**config.mk**
```make
export PLATFORM = sky130hd
export DESIGN_NAME = rx_decode_pipe
export DESIGN_NICKNAME = d
export VERILOG_FILES = /design/src/rtl/rx_decode_pkg.sv /design/src/rtl/sym3of6_dec.sv /design/src/rtl/rx_decode_pipe.sv
export SDC_FILE = /design/constraint.sdc
export NUM_CORES = 1
export LEC_CHECK = 0
export CORE_UTILIZATION = 35
export CTS_BUF_LIST = sky130_fd_sc_hd__clkbuf_2 sky130_fd_sc_hd__clkbuf_4 sky130_fd_sc_hd__clkbuf_8
export DETAILED_ROUTE_END_ITERATION = 16
export PLACE_DENSITY = 0.53
export SLEW_MARGIN = 25
export SYNTH_ARGS = -nofsm -noshare
export SYNTH_HDL_FRONTEND = slang
export SYNTH_SLANG_ARGS = --single-unit
```
**constraint.sdc**
```tcl
create_clock -name clk -period 3.66 [get_ports clk]
set_input_delay 0.732 -clock clk [delete_from_list [all_inputs] [get_ports clk]]
set_output_delay 0.732 -clock clk [all_outputs]
set_load 0.02 [all_outputs]
```
**src/rtl/rx_decode_pkg.sv**
```systemverilog
`default_nettype none
// ============================================================================
// rx_decode_pkg : frame type codes, 3-of-6 code table and checksum helper
// Rev 1.0
// ============================================================================
package rx_decode_pkg;

   localparam logic [2:0] TYPE_TOKEN     = 3'd0;
   localparam logic [2:0] TYPE_ACK       = 3'd1;
   localparam logic [2:0] TYPE_NACK      = 3'd2;
   localparam logic [2:0] TYPE_DATA_CSUM = 3'd3;
   localparam logic [2:0] TYPE_DATA_3OF6 = 3'd4;

   // Indexed by the 3-bit value; entry v is the 6-bit code for v.
   localparam logic [7:0][5:0] SYM3OF6_ENC = {
      6'h19, 6'h16, 6'h15, 6'h13, 6'h0E, 6'h0D, 6'h0B, 6'h07
   };

   // Adds the three nibbles of a 12-bit chunk into a running mod-16 sum.
   function automatic logic [3:0] csum_add12(input logic [3:0]  acc,
                                             input logic [11:0] chunk);
      return acc + chunk[3:0] + chunk[7:4] + chunk[11:8];
   endfunction

endpackage
`default_nettype wire

```
**src/rtl/sym3of6_dec.sv**
```systemverilog
`default_nettype none
// ============================================================================
// sym3of6_dec : combinational 3-of-6 symbol decoder (invalid code -> 000, err)
// Rev 1.0
// ============================================================================
module sym3of6_dec
   import rx_decode_pkg::*;
(
   input  logic [5:0] code,
   output logic [2:0] value,
   output logic       err
);

   always_comb begin
      value = 3'd0;
      err   = 1'b1;
      for (int v = 0; v < 8; v++) begin
         if (code == SYM3OF6_ENC[v]) begin
            value = 3'(v);
            err   = 1'b0;
         end
      end
   end

endmodule
`default_nettype wire

```
**src/rtl/rx_decode_pipe.sv**
```systemverilog
`default_nettype none
// ============================================================================
// rx_decode_pipe : two-stage RX frame decoder (checksum / 3-of-6 payloads)
// Rev 1.0
// ============================================================================
module rx_decode_pipe
   import rx_decode_pkg::*;
#(
   parameter  int PAYLOAD_W = 24,
   parameter  int ADDR_W    = 4,
   parameter  int CNT_W     = 8,
   localparam int TYPE_W    = 3,
   localparam int RAW_W     = 2*PAYLOAD_W,
   localparam int FRAME_W   = TYPE_W + ADDR_W + RAW_W
) (
   input  logic                 clk,
   input  logic                 rst_n,
   input  logic                 in_valid,
   output logic                 in_ready,
   input  logic [FRAME_W-1:0]   in_frame,
   input  logic [ADDR_W-1:0]    node_addr,
   output logic                 out_valid,
   input  logic                 out_ready,
   output logic [TYPE_W-1:0]    out_type,
   output logic [ADDR_W-1:0]    out_addr,
   output logic [PAYLOAD_W-1:0] out_payload,
   output logic                 out_bad,
   output logic                 out_for_me,
   output logic [CNT_W-1:0]     err_cnt,
   input  logic                 err_cnt_clr
);

   localparam int NSYM   = PAYLOAD_W / 3;
   localparam int NCHUNK = PAYLOAD_W / 12;

   if (PAYLOAD_W % 12 != 0) begin : g_width_check
      $error("rx_decode_pipe: PAYLOAD_W must be a multiple of 12");
   end

   logic [TYPE_W-1:0]    f_type;
   logic [ADDR_W-1:0]    f_addr;
   logic [RAW_W-1:0]     f_raw;
   logic [PAYLOAD_W-1:0] sym_val;
   logic [NSYM-1:0]      sym_err;

   assign f_type = in_frame[FRAME_W-1 -: TYPE_W];
   assign f_addr = in_frame[RAW_W +: ADDR_W];
   assign f_raw  = in_frame[RAW_W-1:0];

   for (genvar i = 0; i < NSYM; i++) begin : g_sym
      sym3of6_dec u_dec (
         .code  (f_raw[6*i +: 6]),
         .value (sym_val[3*i +: 3]),
         .err   (sym_err[i])
      );
   end

   // Stage registers
   logic                 s1_valid;
   logic [TYPE_W-1:0]    s1_type;
   logic [ADDR_W-1:0]    s1_addr;
   logic [PAYLOAD_W-1:0] s1_sym_val;
   logic [NSYM-1:0]      s1_sym_err;
   logic [PAYLOAD_W-1:0] s1_csum_pay;
   logic [3:0]           s1_csum_fld;

   logic                 s2_valid;
   logic [TYPE_W-1:0]    s2_type;
   logic [ADDR_W-1:0]    s2_addr;
   logic [PAYLOAD_W-1:0] s2_payload;
   logic                 s2_bad;
   logic                 s2_for_me;
   logic [CNT_W-1:0]     cnt_q;

   logic s2_adv;
   logic s1_adv;

   assign s2_adv   = ~s2_valid | out_ready;
   assign s1_adv   = ~s1_valid | s2_adv;
   assign in_ready = s1_adv;

   always_ff @(posedge clk or negedge rst_n) begin
      if (!rst_n) begin
         s1_valid    <= 1'b0;
         s1_type     <= '0;
         s1_addr     <= '0;
         s1_sym_val  <= '0;
         s1_sym_err  <= '0;
         s1_csum_pay <= '0;
         s1_csum_fld <= '0;
      end else if (s1_adv) begin
         s1_valid    <= in_valid;
         s1_type     <= f_type;
         s1_addr     <= f_addr;
         s1_sym_val  <= sym_val;
         s1_sym_err  <= sym_err;
         s1_csum_pay <= f_raw[RAW_W-1 -: PAYLOAD_W];
         s1_csum_fld <= f_raw[PAYLOAD_W-1 -: 4];
      end
   end

   logic [3:0]           csum;
   logic [PAYLOAD_W-1:0] nxt_payload;
   logic                 nxt_bad;

   // Reserved types fall through to the defaults: zero payload, flagged bad.
   always_comb begin
      csum = 4'd0;
      for (int c = 0; c < NCHUNK; c++) begin
         csum = csum_add12(csum, s1_csum_pay[12*c +: 12]);
      end
      nxt_payload = '0;
      nxt_bad     = 1'b1;
      case (s1_type)
         TYPE_TOKEN, TYPE_ACK, TYPE_NACK: begin
            nxt_bad = 1'b0;
         end
         TYPE_DATA_CSUM: begin
            nxt_payload = s1_csum_pay;
            nxt_bad     = (s1_csum_fld != csum);
         end
         TYPE_DATA_3OF6: begin
            nxt_payload = s1_sym_val;
            nxt_bad     = |s1_sym_err;
         end
         default: ;
      endcase
   end

   always_ff @(posedge clk or negedge rst_n) begin
      if (!rst_n) begin
         s2_valid   <= 1'b0;
         s2_type    <= '0;
         s2_addr    <= '0;
         s2_payload <= '0;
         s2_bad     <= 1'b0;
         s2_for_me  <= 1'b0;
      end else if (s2_adv) begin
         s2_valid   <= s1_valid;
         s2_type    <= s1_type;
         s2_addr    <= s1_addr;
         s2_payload <= nxt_payload;
         s2_bad     <= nxt_bad;
         s2_for_me  <= (s1_addr == node_addr) | (&s1_addr);
      end
   end

   always_ff @(posedge clk or negedge rst_n) begin
      if (!rst_n) begin
         cnt_q <= '0;
      end else if (err_cnt_clr) begin
         cnt_q <= '0;
      end else if (s2_valid && out_ready && s2_bad && (cnt_q != '1)) begin
         cnt_q <= cnt_q + {{(CNT_W-1){1'b0}}, 1'b1};
      end
   end

   assign out_valid   = s2_valid;
   assign out_type    = s2_type;
   assign out_addr    = s2_addr;
   assign out_payload = s2_payload;
   assign out_bad     = s2_bad;
   assign out_for_me  = s2_for_me;
   assign err_cnt     = cnt_q;

endmodule
`default_nettype wire

```
## Word level (Yosys, flattened, before mapping)

Cells that the tools add are included.

| storage, ports and cells | value |
|---|---|
| bits in registers | 110 |
| logic and storage cells | 228 |
| output and inout bits | 43 |

| cells by class | value |
|---|---|
| equal/unequal tests | 71 |
| muxes and demuxes | 124 |
| bitwise gates (word level) | 5 |
| reductions and logical operators | 8 |
| add/subtract/negate cells | 6 |

Operator list:

| cell | number |
|---|---|
| == test 6 x 5 -> 1 bit (second input constant) | 32 |
| == test 6 x 4 -> 1 bit (second input constant) | 24 |
| 2-to-1 mux 3 bit | 32 |
| 2-to-1 mux 1 bit | 72 |
| == test 6 x 3 -> 1 bit (second input constant) | 8 |
| one-hot mux 24 bit (2 select lines) | 1 |
| 2-to-1 mux 2 bit | 16 |
| adder 4 bit | 5 |
| 2-to-1 mux 8 bit | 2 |
| adder 8 x 1 -> 8 bit (second input constant) | 1 |
| inequality test 8 bit (second input constant) | 1 |
| OR reduction 8 bit | 1 |
| == test 3 x 2 -> 1 bit (second input constant) | 2 |
| == test 4 bit | 1 |
| inequality test 4 bit | 1 |
| AND reduction 4 bit | 1 |
| == test 3 x 1 -> 1 bit (second input constant) | 1 |
| == test 3 bit (second input constant) | 1 |
| logical AND 1 bit | 3 |
| zero test 3 bit | 1 |
| OR 1 bit | 3 |
| one-hot mux 1 bit (3 select lines) | 1 |
| OR reduction 3 bit | 1 |
| NOT 1 bit | 2 |
| nonzero test 2 bit | 1 |

## Longest topological paths before layout

Gate-level depths: netlist of run 1.

| depth | value |
|---|---|
| depth after elaboration | 9 |
| gate-level depth with buffers | 10 |
| depth with buffers taken out | 10 |

## By module

Synthesis of run 1 repeated with hierarchy kept, for this count alone.

| second synthesis, totals | value |
|---|---|
| cell total of the unflattened synthesis | 629 |
| area total of the unflattened synthesis | 6560.0 µm² |

Modules (own cells, without submodules):

| module | area an instance (µm²) | cells an instance | instances | sequential area each (µm²) |
|---|---|---|---|---|
| rx_decode_pipe | 4848.4 | 389 | 1 | 2752.6 |
| sym3of6_dec | 214.0 | 30 | 8 | 0.0 |

## Least setup slack after synthesis of run 1

OpenSTA, ideal clock, no wires.

| timing | value |
|---|---|
| kind | flip-flop to flip-flop |
| from | reg s1_csum_pay[2] |
| to | reg s2_bad (netlist: out_bad) |
| setup slack | 0.583 ns |
| cell stages (with the launch flop) | 11 |
| setup time | 0.077 ns |
| buffers on the path | 0 |
| arrival time | 3.000 ns |
| path through | dfrtp_1 > fa_1 > inv_1 > fa_1 > inv_1 > fa_1 > ha_1 > xnor2_1 > xnor2_1 > xnor3_1 > a21oi_1 |

| on the way | value |
|---|---|
| word-level cells in the longest chain between the ends | 7 |

RTL lines:

| item | line | text |
|---|---|---|
| start, declared | rx_decode_pipe.sv:64 | `logic [PAYLOAD_W-1:0] s1_csum_pay;` |
| start signal, assigned | rx_decode_pipe.sv:97 | `s1_csum_pay <= f_raw[RAW_W-1 -: PAYLOAD_W];` |
| adder 4 bit (5 in a row) | rx_decode_pkg.sv:22 | `return acc + chunk[3:0] + chunk[7:4] + chunk[11:8];` |
| inequality test 4 bit | rx_decode_pipe.sv:120 | `nxt_bad = (s1_csum_fld != csum);` |
| one-hot mux 1 bit (3 select lines) | rx_decode_pipe.sv:114 | `case (s1_type)` |
| end signal, assigned | rx_decode_pipe.sv:143 | `s2_bad <= nxt_bad;` |
| end, declared | rx_decode_pipe.sv:71 | `logic s2_bad;` |

Every way passes these cells.
A chain may end at the register's enable or synchronous reset.

## Worst setup path in the final report of run 1

Same ends and word-level chain as after synthesis.

==> results of run 1 <==
registers in the layout, indices dropped and copies added (netlist names):
signal,cells
s1_csum_pay,24
s1_sym_err,8
s1_csum_fld,4
s1_sym_val,24
err_cnt,8
out_valid,1
s1_valid,1
out_bad,1
out_for_me,1
out_type,3
out_addr,4
out_payload,24
s1_addr,4
s1_type,3
routing by layer:
layer / part of all wire, % / routed length (um) / GRT usage [%]
met1: 47 / 7500 / 25.91
met2: 49 / 7713 / 29.52
met3: 4.0 / 629 / 2.357
met4: 0.29 / 46 / 5.243
met5: 0 / 0 / 0
report_power, final:
group | switching, W | total (W) | leakage [nW] | internal, W
Combinational | 0.000512 | 0.00101 | 1.75 | 0.000494
Sequential | 0.0000984 | 0.00143 | 1.37 | 0.00133
Clock | 0.000398 | 0.000745 | 0.0955 | 0.000347
Total | 0.00101 | 0.00318 | 3.21 | 0.00217
how the worst max path moves through the flow:
stage | cells after the start | endpoint | startpoint | slack (ns)
after floorplan | 10 | out_bad | s1_csum_pay[2] | 0.58
after global placement | 10 | out_bad | s1_csum_pay[2] | 0.51
after detailed placement | 10 | out_bad | s1_csum_pay[2] | 0.46
after CTS | 10 | out_bad | s1_csum_pay[2] | 0.43
after global routing | 10 | out_bad | s1_csum_pay[2] | 0.30
final | 10 | out_bad | s1_csum_pay[2] | 0.44
stage by stage:
step	hold slack [ns]	utilization [%]	instance area [um^2]
floorplan	0.4364	-	6211
global placement	0.4524	42.66	7378
detailed placement	0.4577	42.66	7378
CTS	0.4626	43.80	7576
global route	0.5081	43.80	7576
finish	0.4376	43.80	7576
synthesized netlist by cell type (8+ instances only):
| library cell | number | share of area (%) |
|---|---|---|
| nand2_1 | 137 | 8.3 |
| dfrtp_1 | 110 | 44 |
| nor2_1 | 73 | 4.4 |
| buf_2 | 38 | 3.1 |
| xnor2_1 | 32 | 4.5 |
| nand2b_1 | 30 | 3.0 |
| a21oi_1 | 24 | 1.9 |
| a221oi_1 | 24 | 3.4 |
| o21ai_0 | 21 | 1.7 |
| nor4bb_1 | 17 | 2.7 |
| o22ai_1 | 16 | 1.6 |
| inv_1 | 15 | 0.91 |
| xor2_1 | 13 | 1.8 |
| a22o_1 | 11 | 1.6 |
| fa_1 | 10 | 3.2 |
| nand3b_1 | 10 | 1.2 |
| o21ai_1 | 10 | 0.81 |
| o2bb2ai_1 | 9 | 1.3 |
| and3b_1 | 8 | 1.1 |
| clkbuf_1 | 8 | 0.48 |
| nor3_1 | 8 | 0.64 |
| o31ai_1 | 8 | 0.97 |
logic make-up after synthesis:
kind of cell / count (synthesis) / synth area share, %
AOI/OAI and AO/OA: 137 / 15.21
DFF: 110 / 44.32
adders and majority gates: 13 / 3.828
and+or+nand+nor: 309 / 24.78
muxes: 1 / 0.1612
buffers and inverters: 64 / 4.734
xor gates and xnor gates: 47 / 6.970
critical path: cells and delay by family, from the launching register on:
family / cells / cell delay (ns)
buf+inv: 2 / 0.12
flops: 1 / 0.43
compound gates: 1 / 0.12
xor+xnor: 3 / 0.72
fa+ha+maj: 4 / 1.76
placed cells by master (no fill, tap or decap), types with 2 or more instances in the layout:
cell type	instances
nand2_1	137
dfrtp_1	110
clkdlybuf4s50_1	105
nor2_1	73
xnor2_1	32
nand2b_1	30
a221oi_1	24
a21oi_1	24
o21ai_0	21
nor4bb_1	17
o22ai_1	16
inv_1	15
xor2_1	13
a22o_1	11
nand3b_1	10
o21ai_1	10
fa_1	10
clkbuf_8	10
o2bb2ai_1	9
and3b_1	8
nor3_1	8
o31ai_1	8
nand3_1	7
o21ba_2	7
buf_4	5
o2111ai_1	3
ha_1	3
nor4_1	2
a31oi_1	2
nand4_1	2
and2_1	2
clkbuf_4	2
clkinvlp_4	2
layout make-up:
type / count / area share, %
Tap cell: 225 / 3.716
Sequential cell: 110 / 36.33
Multi-Input combinational cell: 507 / 41.88
Clock buffer: 12 / 2.015
Inverter: 16 / 0.8258
Timing Repair Buffer: 111 / 14.63
Clock inverter: 3 / 0.5945
==> impl_metrics.env, run 1 <==
export IMPL_vdd_drop_max_mv=0.1878
export IMPL_final_seq_area_um2=2753
export IMPL_cts_resized=0
export IMPL_slowest_delay_ns=0.54
export IMPL_hp_class="in -> async"
export IMPL_crit_chain="fa_1 > inv_1 > fa_1 > inv_1 > fa_1 > ha_1 > xnor2_1 > xnor2_1 > xnor3_1 > a21oi_1"
export IMPL_cts_tree="built"
export IMPL_io_buffer_count=106
export IMPL_fillers=1713
export IMPL_cp_end_kind="flip-flop"
export IMPL_insertion_delay_ns=0.38
export IMPL_cts_root_buf="clkbuf_8"
export IMPL_grt_start_max_net_pins=73
export IMPL_timing_rr_start="s1_csum_pay[2]"
export IMPL_cts_setup_buffers=0
export IMPL_synth_cells=681
export IMPL_die_area_um2=18280
export IMPL_cts_hold_buf=0
export IMPL_fmax_ghz=0.3103
export IMPL_yosys_warnings=0
export IMPL_core_um2=17300
export IMPL_n_antenna_cell=0
export IMPL_clk_path_buf_depth=2
export IMPL_syn_area_um2=6211
export IMPL_yosysSeqAreaShare_pct=44.32
export IMPL_stdcell_count=984
export IMPL_fp_dieH_um=135.2
export IMPL_drc=0
export IMPL_leakage_nw=3.214
export IMPL_final_hold_viol_count=0
export IMPL_setup_violations_final=0
export IMPL_timing_final_crit_share_pct=88.05
export IMPL_wl_per_cell_um=16.15
export IMPL_relSlewSlack_pct=32.84
export IMPL_grt_overflow=0
export IMPL_grt_usage_pct=18.38
export IMPL_rows=48
export IMPL_routed_wirelength_um=15890
export IMPL_vias_per_cell=5.116
export IMPL_ys_flop_type="dfrtp_1"
export IMPL_die_w_um=135.2
export IMPL_start_util_pct=35.91
export IMPL_pre_cts_slack_ns=0.4569
export IMPL_syn_num_nets=758
export IMPL_synth_distinct_cells=50
export IMPL_required_ns=3.97
export IMPL_cap_violations=0
export IMPL_htreeDepth=3
export IMPL_place_hpwl_um=11700
export IMPL_rsz0062_at_grt="no"
export IMPL_synthArstFlopShare_pct=100.0
export IMPL_syn2layout_area_growth_pct=21.98
export IMPL_grt_pass1_vias=4912
export IMPL_synth_edf_count=0
export IMPL_vias=5034
export IMPL_fin_nets=832
export IMPL_cts_sinks=110
export IMPL_setup_tns_ns=0
export IMPL_r2r_setup_slack_ns=0.44
export IMPL_status="finished clean"
export IMPL_maxSlewViolCount=0
export IMPL_p_per_area_nw_per_um2=419.3
export IMPL_cp_start_kind="flip-flop"
export IMPL_antenna_found_initial=0
export IMPL_ant_nets=0
export IMPL_setup_slack_ns=0.4372
export IMPL_worstPathMaxFanout=3
export IMPL_ys_ff_latch=110
export IMPL_cts_made_buffers=9
export IMPL_fin_crit_ns=3.223
export IMPL_grt_pass1_wl_um=26060
export IMPL_fin_skew_ns=0.01088
export IMPL_r2r_end="out_bad"
export IMPL_finalPower_w=0.003177
export IMPL_drive_gt1_share_pct=4.875
export IMPL_clkTransAtPathRegs_ns=0.10
export IMPL_path_common_cell="fa_1"
export IMPL_cpMaxStageDelayCell="fa_1"
export IMPL_dr_pass1_iters=4
export IMPL_gp_congestion=0.8045
export IMPL_dpl_cell_count=969
export IMPL_critical_path_arrival_ns=3.53
export IMPL_io_pins=107
export IMPL_drt_iter0_drc=221
export IMPL_critPathKind="reg -> reg"
export IMPL_worstRegToRegCells=10
export IMPL_synth_avg_cell_area_um2=9.120
export IMPL_tightest_slew_ns=1.007
export IMPL_multi_input_area_um2=3173
No activity file was read; power rests on OpenSTA's default activity.
==> run 2: changes to the inputs <==
Settings changed: MAX_ROUTING_LAYER from default to met4.
==> impl_metrics.env, run 2 (synthesis results as in run 1) <==
export IMPL_status="finished clean"
export IMPL_drive_gt1_share_pct=4.875
export IMPL_hp_class="in -> async"
export IMPL_final_seq_area_um2=2753
export IMPL_grt_pass1_wl_um=26100
export IMPL_cts_setup_buffers=0
export IMPL_fin_nets=832
export IMPL_leakage_nw=3.214
export IMPL_place_hpwl_um=11700
export IMPL_syn2layout_area_growth_pct=21.98
export IMPL_io_buffer_count=106
export IMPL_p_per_area_nw_per_um2=419.8
export IMPL_core_um2=17300
export IMPL_n_antenna_cell=0
export IMPL_final_hold_viol_count=0
export IMPL_design_area_um2=7576
export IMPL_tightest_slew_ns=1.002
export IMPL_combPwrFrac_pct=31.7
export IMPL_routed_wirelength_um=15950
export IMPL_cts_sinks=110
export IMPL_io_pins=107
export IMPL_vdd_drop_max_mv=0.1878
export IMPL_fp_dieH_um=135.2
export IMPL_final_common_cell="nand2_1"
export IMPL_critical_path_arrival_ns=3.53
export IMPL_grt_overflow=0
export IMPL_cts_hold_buf=0
export IMPL_grt_pass1_vias=4910
export IMPL_start_util_pct=35.91
export IMPL_drt_iter0_drc=250
export IMPL_stdcell_count=984
export IMPL_rsz0062_at_grt="no"
export IMPL_fin_util_pct=43.80
export IMPL_grt_usage_pct=18.97
export IMPL_fmax_ghz=0.3103
export IMPL_clkPwrFrac_pct=23.5
export IMPL_relSlewSlack_pct=33.21
export IMPL_clk_path_buf_depth=2
export IMPL_die_area_um2=18280
export IMPL_p_switching_w=0.001011
export IMPL_internal_power_w=0.002169
export IMPL_fin_crit_ns=3.223
export IMPL_required_ns=3.97
export IMPL_insertion_delay_ns=0.38
export IMPL_fin_skew_ns=0.009300
export IMPL_antenna_found_initial=0
export IMPL_cts_resized=0
export IMPL_grt_start_max_net_pins=73
export IMPL_ant_nets=0
export IMPL_timing_final_crit_share_pct=88.05
export IMPL_gp_congestion=0.8161
export IMPL_drc=0
export IMPL_place_area_um2=7378
export IMPL_cp_start_kind="flip-flop"
export IMPL_mostFrequentLayoutCells="137 x nand2_1, 110 x dfrtp_1, 105 x clkdlybuf4s50_1"
export IMPL_die_w_um=135.2
export IMPL_vias=5054
export IMPL_power_switching_fraction_pct=31.79
export IMPL_dpl_cell_count=969
export IMPL_cts_root_buf="clkbuf_8"
export IMPL_wl_per_cell_um=16.20
export IMPL_cp_end_kind="flip-flop"
export IMPL_seqPwrFrac_pct=44.8
export IMPL_rows=48
export IMPL_multi_input_area_um2=3173
export IMPL_worstPathMaxFanout=3
export IMPL_whs_ns=0.4443
export IMPL_critPathKind="reg -> reg"
export IMPL_vias_per_cell=5.136
export IMPL_setup_violations_final=0
export IMPL_setup_tns_ns=0
export IMPL_maxSlewViolCount=0
export IMPL_cap_violations=0
export IMPL_dr_pass1_iters=7
export IMPL_htreeDepth=3
export IMPL_cts_made_buffers=9
export IMPL_fillers=1713
export IMPL_clkTransAtPathRegs_ns=0.10
export IMPL_cts_tree="built"
## run 2: cell counts in the layout (fill, tap and decap cells not counted)
Identical to the previous run, type by type.
## run 2: cell type report
cell class / instances / area share [%]
Clock buffer: 12 / 2.015
Clock inverter: 3 / 0.5945
Inverter: 16 / 0.8258
Multi-Input combinational cell: 507 / 41.88
Sequential cell: 110 / 36.33
Tap cell: 225 / 3.716
Timing Repair Buffer: 111 / 14.63
## run 2: final timing paths
| path | from | end | slack (ns) | depth (start not counted) |
|---|---|---|---|---|
| min in group clk | out_addr[3] | out_addr[3] | 0.47 | 2 |
| max | s1_csum_pay[2] | out_bad | 0.44 | 10 |
| max reg2reg | s1_csum_pay[2] | out_bad | 0.44 | 10 |
| max in group asynchronous | rst_n | out_bad | 2.44 | 2 |
| min reg2reg | out_addr[3] | out_addr[3] | 0.47 | 2 |
| min | rst_n | err_cnt[4] | 0.44 | 1 |
## run 2: critical path: stages (launching register included)
cell and delay (ns):
dfrtp_1 0.43, fa_1 0.54, inv_1 0.06, fa_1 0.53
inv_1 0.06, fa_1 0.47, ha_1 0.22, xnor2_1 0.17
xnor2_1 0.14, xnor3_1 0.41, a21oi_1 0.12
## run 2: stage by stage
| stage | total power, W | setup WS (ns) |
|---|---|---|
| global placement | 0.002443 | 0.5074 |
| finish | 0.003180 | 0.4374 |
| global route | 0.003379 | 0.3047 |
| floorplan | 0.002096 | 0.5827 |
| detailed placement | 0.002469 | 0.4569 |
| CTS | 0.003216 | 0.4281 |
## run 2: power by group through the flow
stage	registers [W]	logic [W]	clock network (W)
6_report	0.00143	0.00101	0.000747
2_1_floorplan	0.00149	0.000609	0
4_1_cts	0.00143	0.00102	0.000767
3_5_place_dp	0.00145	0.00102	0
3_3_place_gp	0.00145	0.000996	0
5_1_grt	0.00144	0.00112	0.000817
## run 2: layer usage
| layer | track usage, % | share of wire [%] | vias up |
|---|---|---|---|
| li1 | - | - | 2487 |
| met1 | 26.08 | 47 | 2440 |
| met2 | 29.43 | 47 | 116 |
| met3 | 2.357 | 4.2 | 11 |
| met4 | 5.243 | 1.1 | 0 |
| met5 | - | 0 | - |
==> run 3: changes to the inputs <==
Settings changed: CTS_CLUSTER_DIAMETER from default to 40, GPL_TIMING_DRIVEN from default to 0.
==> impl_metrics.env, run 3 (synthesis results as in run 1) <==
export IMPL_start_util_pct=35.91
export IMPL_relSlewSlack_pct=54.00
export IMPL_critPathKind="in -> out"
export IMPL_cts_made_buffers=9
export IMPL_grt_overflow=0
export IMPL_antenna_found_initial=0
export IMPL_core_um2=17300
export IMPL_io_buffer_count=84
export IMPL_grt_usage_pct=19.50
export IMPL_setup_violations_final=0
export IMPL_cts_sinks=110
export IMPL_ant_nets=0
export IMPL_gp_congestion=0.8513
export IMPL_mostFrequentLayoutCells="137 x nand2_1, 110 x dfrtp_1, 83 x clkdlybuf4s50_1"
export IMPL_cts_resized=0
export IMPL_fp_dieH_um=135.2
export IMPL_drt_iter0_drc=358
export IMPL_wl_per_cell_um=16.49
export IMPL_finalPower_w=0.003129
export IMPL_fmax_ghz=0.2862
export IMPL_routed_wirelength_um=16600
export IMPL_leakage_nw=3.279
export IMPL_die_area_um2=18280
export IMPL_wl_met2_um=7827
export IMPL_rsz0062_at_grt="no"
export IMPL_whs_ns=0.2619
export IMPL_setup_slack_ns=0.1661
export IMPL_fin_nets=854
export IMPL_cts_tree="built"
export IMPL_maxSlewViolCount=0
export IMPL_syn2layout_area_growth_pct=21.43
export IMPL_place_hpwl_um=12750
export IMPL_vias_per_cell=5.138
export IMPL_timing_final_crit_share_pct=95.46
export IMPL_grt_pass1_vias=5111
export IMPL_vias=5174
export IMPL_drive_gt1_share_pct=9.207
export IMPL_drc=0
export IMPL_grt_pass1_wl_um=26520
export IMPL_fin_crit_ns=3.494
export IMPL_die_w_um=135.2
export IMPL_fin_util_pct=43.61
export IMPL_fin_skew_ns=0.008238
export IMPL_setup_tns_ns=0
export IMPL_clkTransAtPathRegs_ns=0.10
export IMPL_status="finished clean"
export IMPL_top_layer_used="met4"
export IMPL_critical_path_arrival_ns=2.76
export IMPL_pre_cts_slack_ns=0.1526
export IMPL_clk_path_buf_depth=2
export IMPL_cp_end_kind="primary output"
export IMPL_io_pins=107
export IMPL_cts_setup_buffers=0
export IMPL_tightest_slew_ns=0.6837
export IMPL_cts_hold_buf=0
export IMPL_htreeDepth=3
export IMPL_insertion_delay_ns=0.38
export IMPL_cts_root_buf="clkbuf_8"
export IMPL_n_antenna_cell=0
export IMPL_hp_class="in -> async"
export IMPL_final_common_cell="nand2_1"
export IMPL_rows=48
export IMPL_final_hold_viol_count=0
export IMPL_worstPathMaxFanout=10
export IMPL_cp_start_kind="primary input"
export IMPL_cap_violations=0
export IMPL_dr_pass1_iters=7
export IMPL_grt_start_max_net_pins=66
export IMPL_fillers=1720
export IMPL_dr_wl_met3_um=586
export IMPL_required_ns=2.93
export IMPL_p_per_area_nw_per_um2=414.8
export IMPL_vdd_drop_max_mv=0.1862
export IMPL_drt_met1_wl_um=7919
-- run 3: path summary, 6_finish.rpt --
kind	start	to	slack, ns	depth (start not counted)
worst max register to register	s1_csum_pay[2]	out_bad	0.44	10
worst max-delay path	out_ready	in_ready	0.17	7
min in group clk	out_addr[1]	out_addr[1]	0.48	2
max in group asynchronous	rst_n	s1_sym_val[0]	2.72	2
worst min register to register	out_addr[1]	out_addr[1]	0.48	2
worst min-delay path	rst_n	err_cnt[5]	0.26	1
-- run 3: layout make-up --
class | instances | area (um^2) | share of cell area, %
clock inverter | 5 | 35.03 | 0.4645
inverter | 16 | 62.56 | 0.8295
multi-input combinational | 507 | 3164 | 41.95
buffer | 48 | 231.5 | 3.069
sequential | 110 | 2753 | 36.50
tap | 225 | 281.5 | 3.733
clock buffer | 11 | 145.1 | 1.924
timing repair buffer | 85 | 869.6 | 11.53
-- run 3: per-layer routing --
| layer | vias to the layer above | track usage [%] |
|---|---|---|
| li1 | 2542 | - |
| met1 | 2487 | 25.59 |
| met2 | 125 | 31.48 |
| met3 | 20 | 2.132 |
| met4 | 0 | 6.367 |
| met5 | - | - |
-- run 3: worst max-delay path: stages --
cell and delay, ns:
clkdlybuf4s50_1 0.50, nand2b_1 0.11, buf_2 0.26, nor2_8 0.10, inv_4 0.14, buf_2 0.26, clkdlybuf4s50_1 0.65
-- run 3: metrics by stage --
stage | cells | cell area, um^2
2_1_floorplan | 681 | 6211
3_3_place_gp | 990 | 7333
3_5_place_dp | 991 | 7362
4_1_cts | 1007 | 7542
5_1_grt | 1007 | 7542
6_report | 1007 | 7542
-- run 3: report_power, final --
| group | internal (W) | total (W) | switching [W] | leakage (nW) |
|---|---|---|---|---|
| logic | 0.000490 | 0.00101 | 0.000520 | 1.82 |
| clock network | 0.000274 | 0.000691 | 0.000417 | 0.0927 |
| registers | 0.00133 | 0.00143 | 0.000100 | 1.37 |
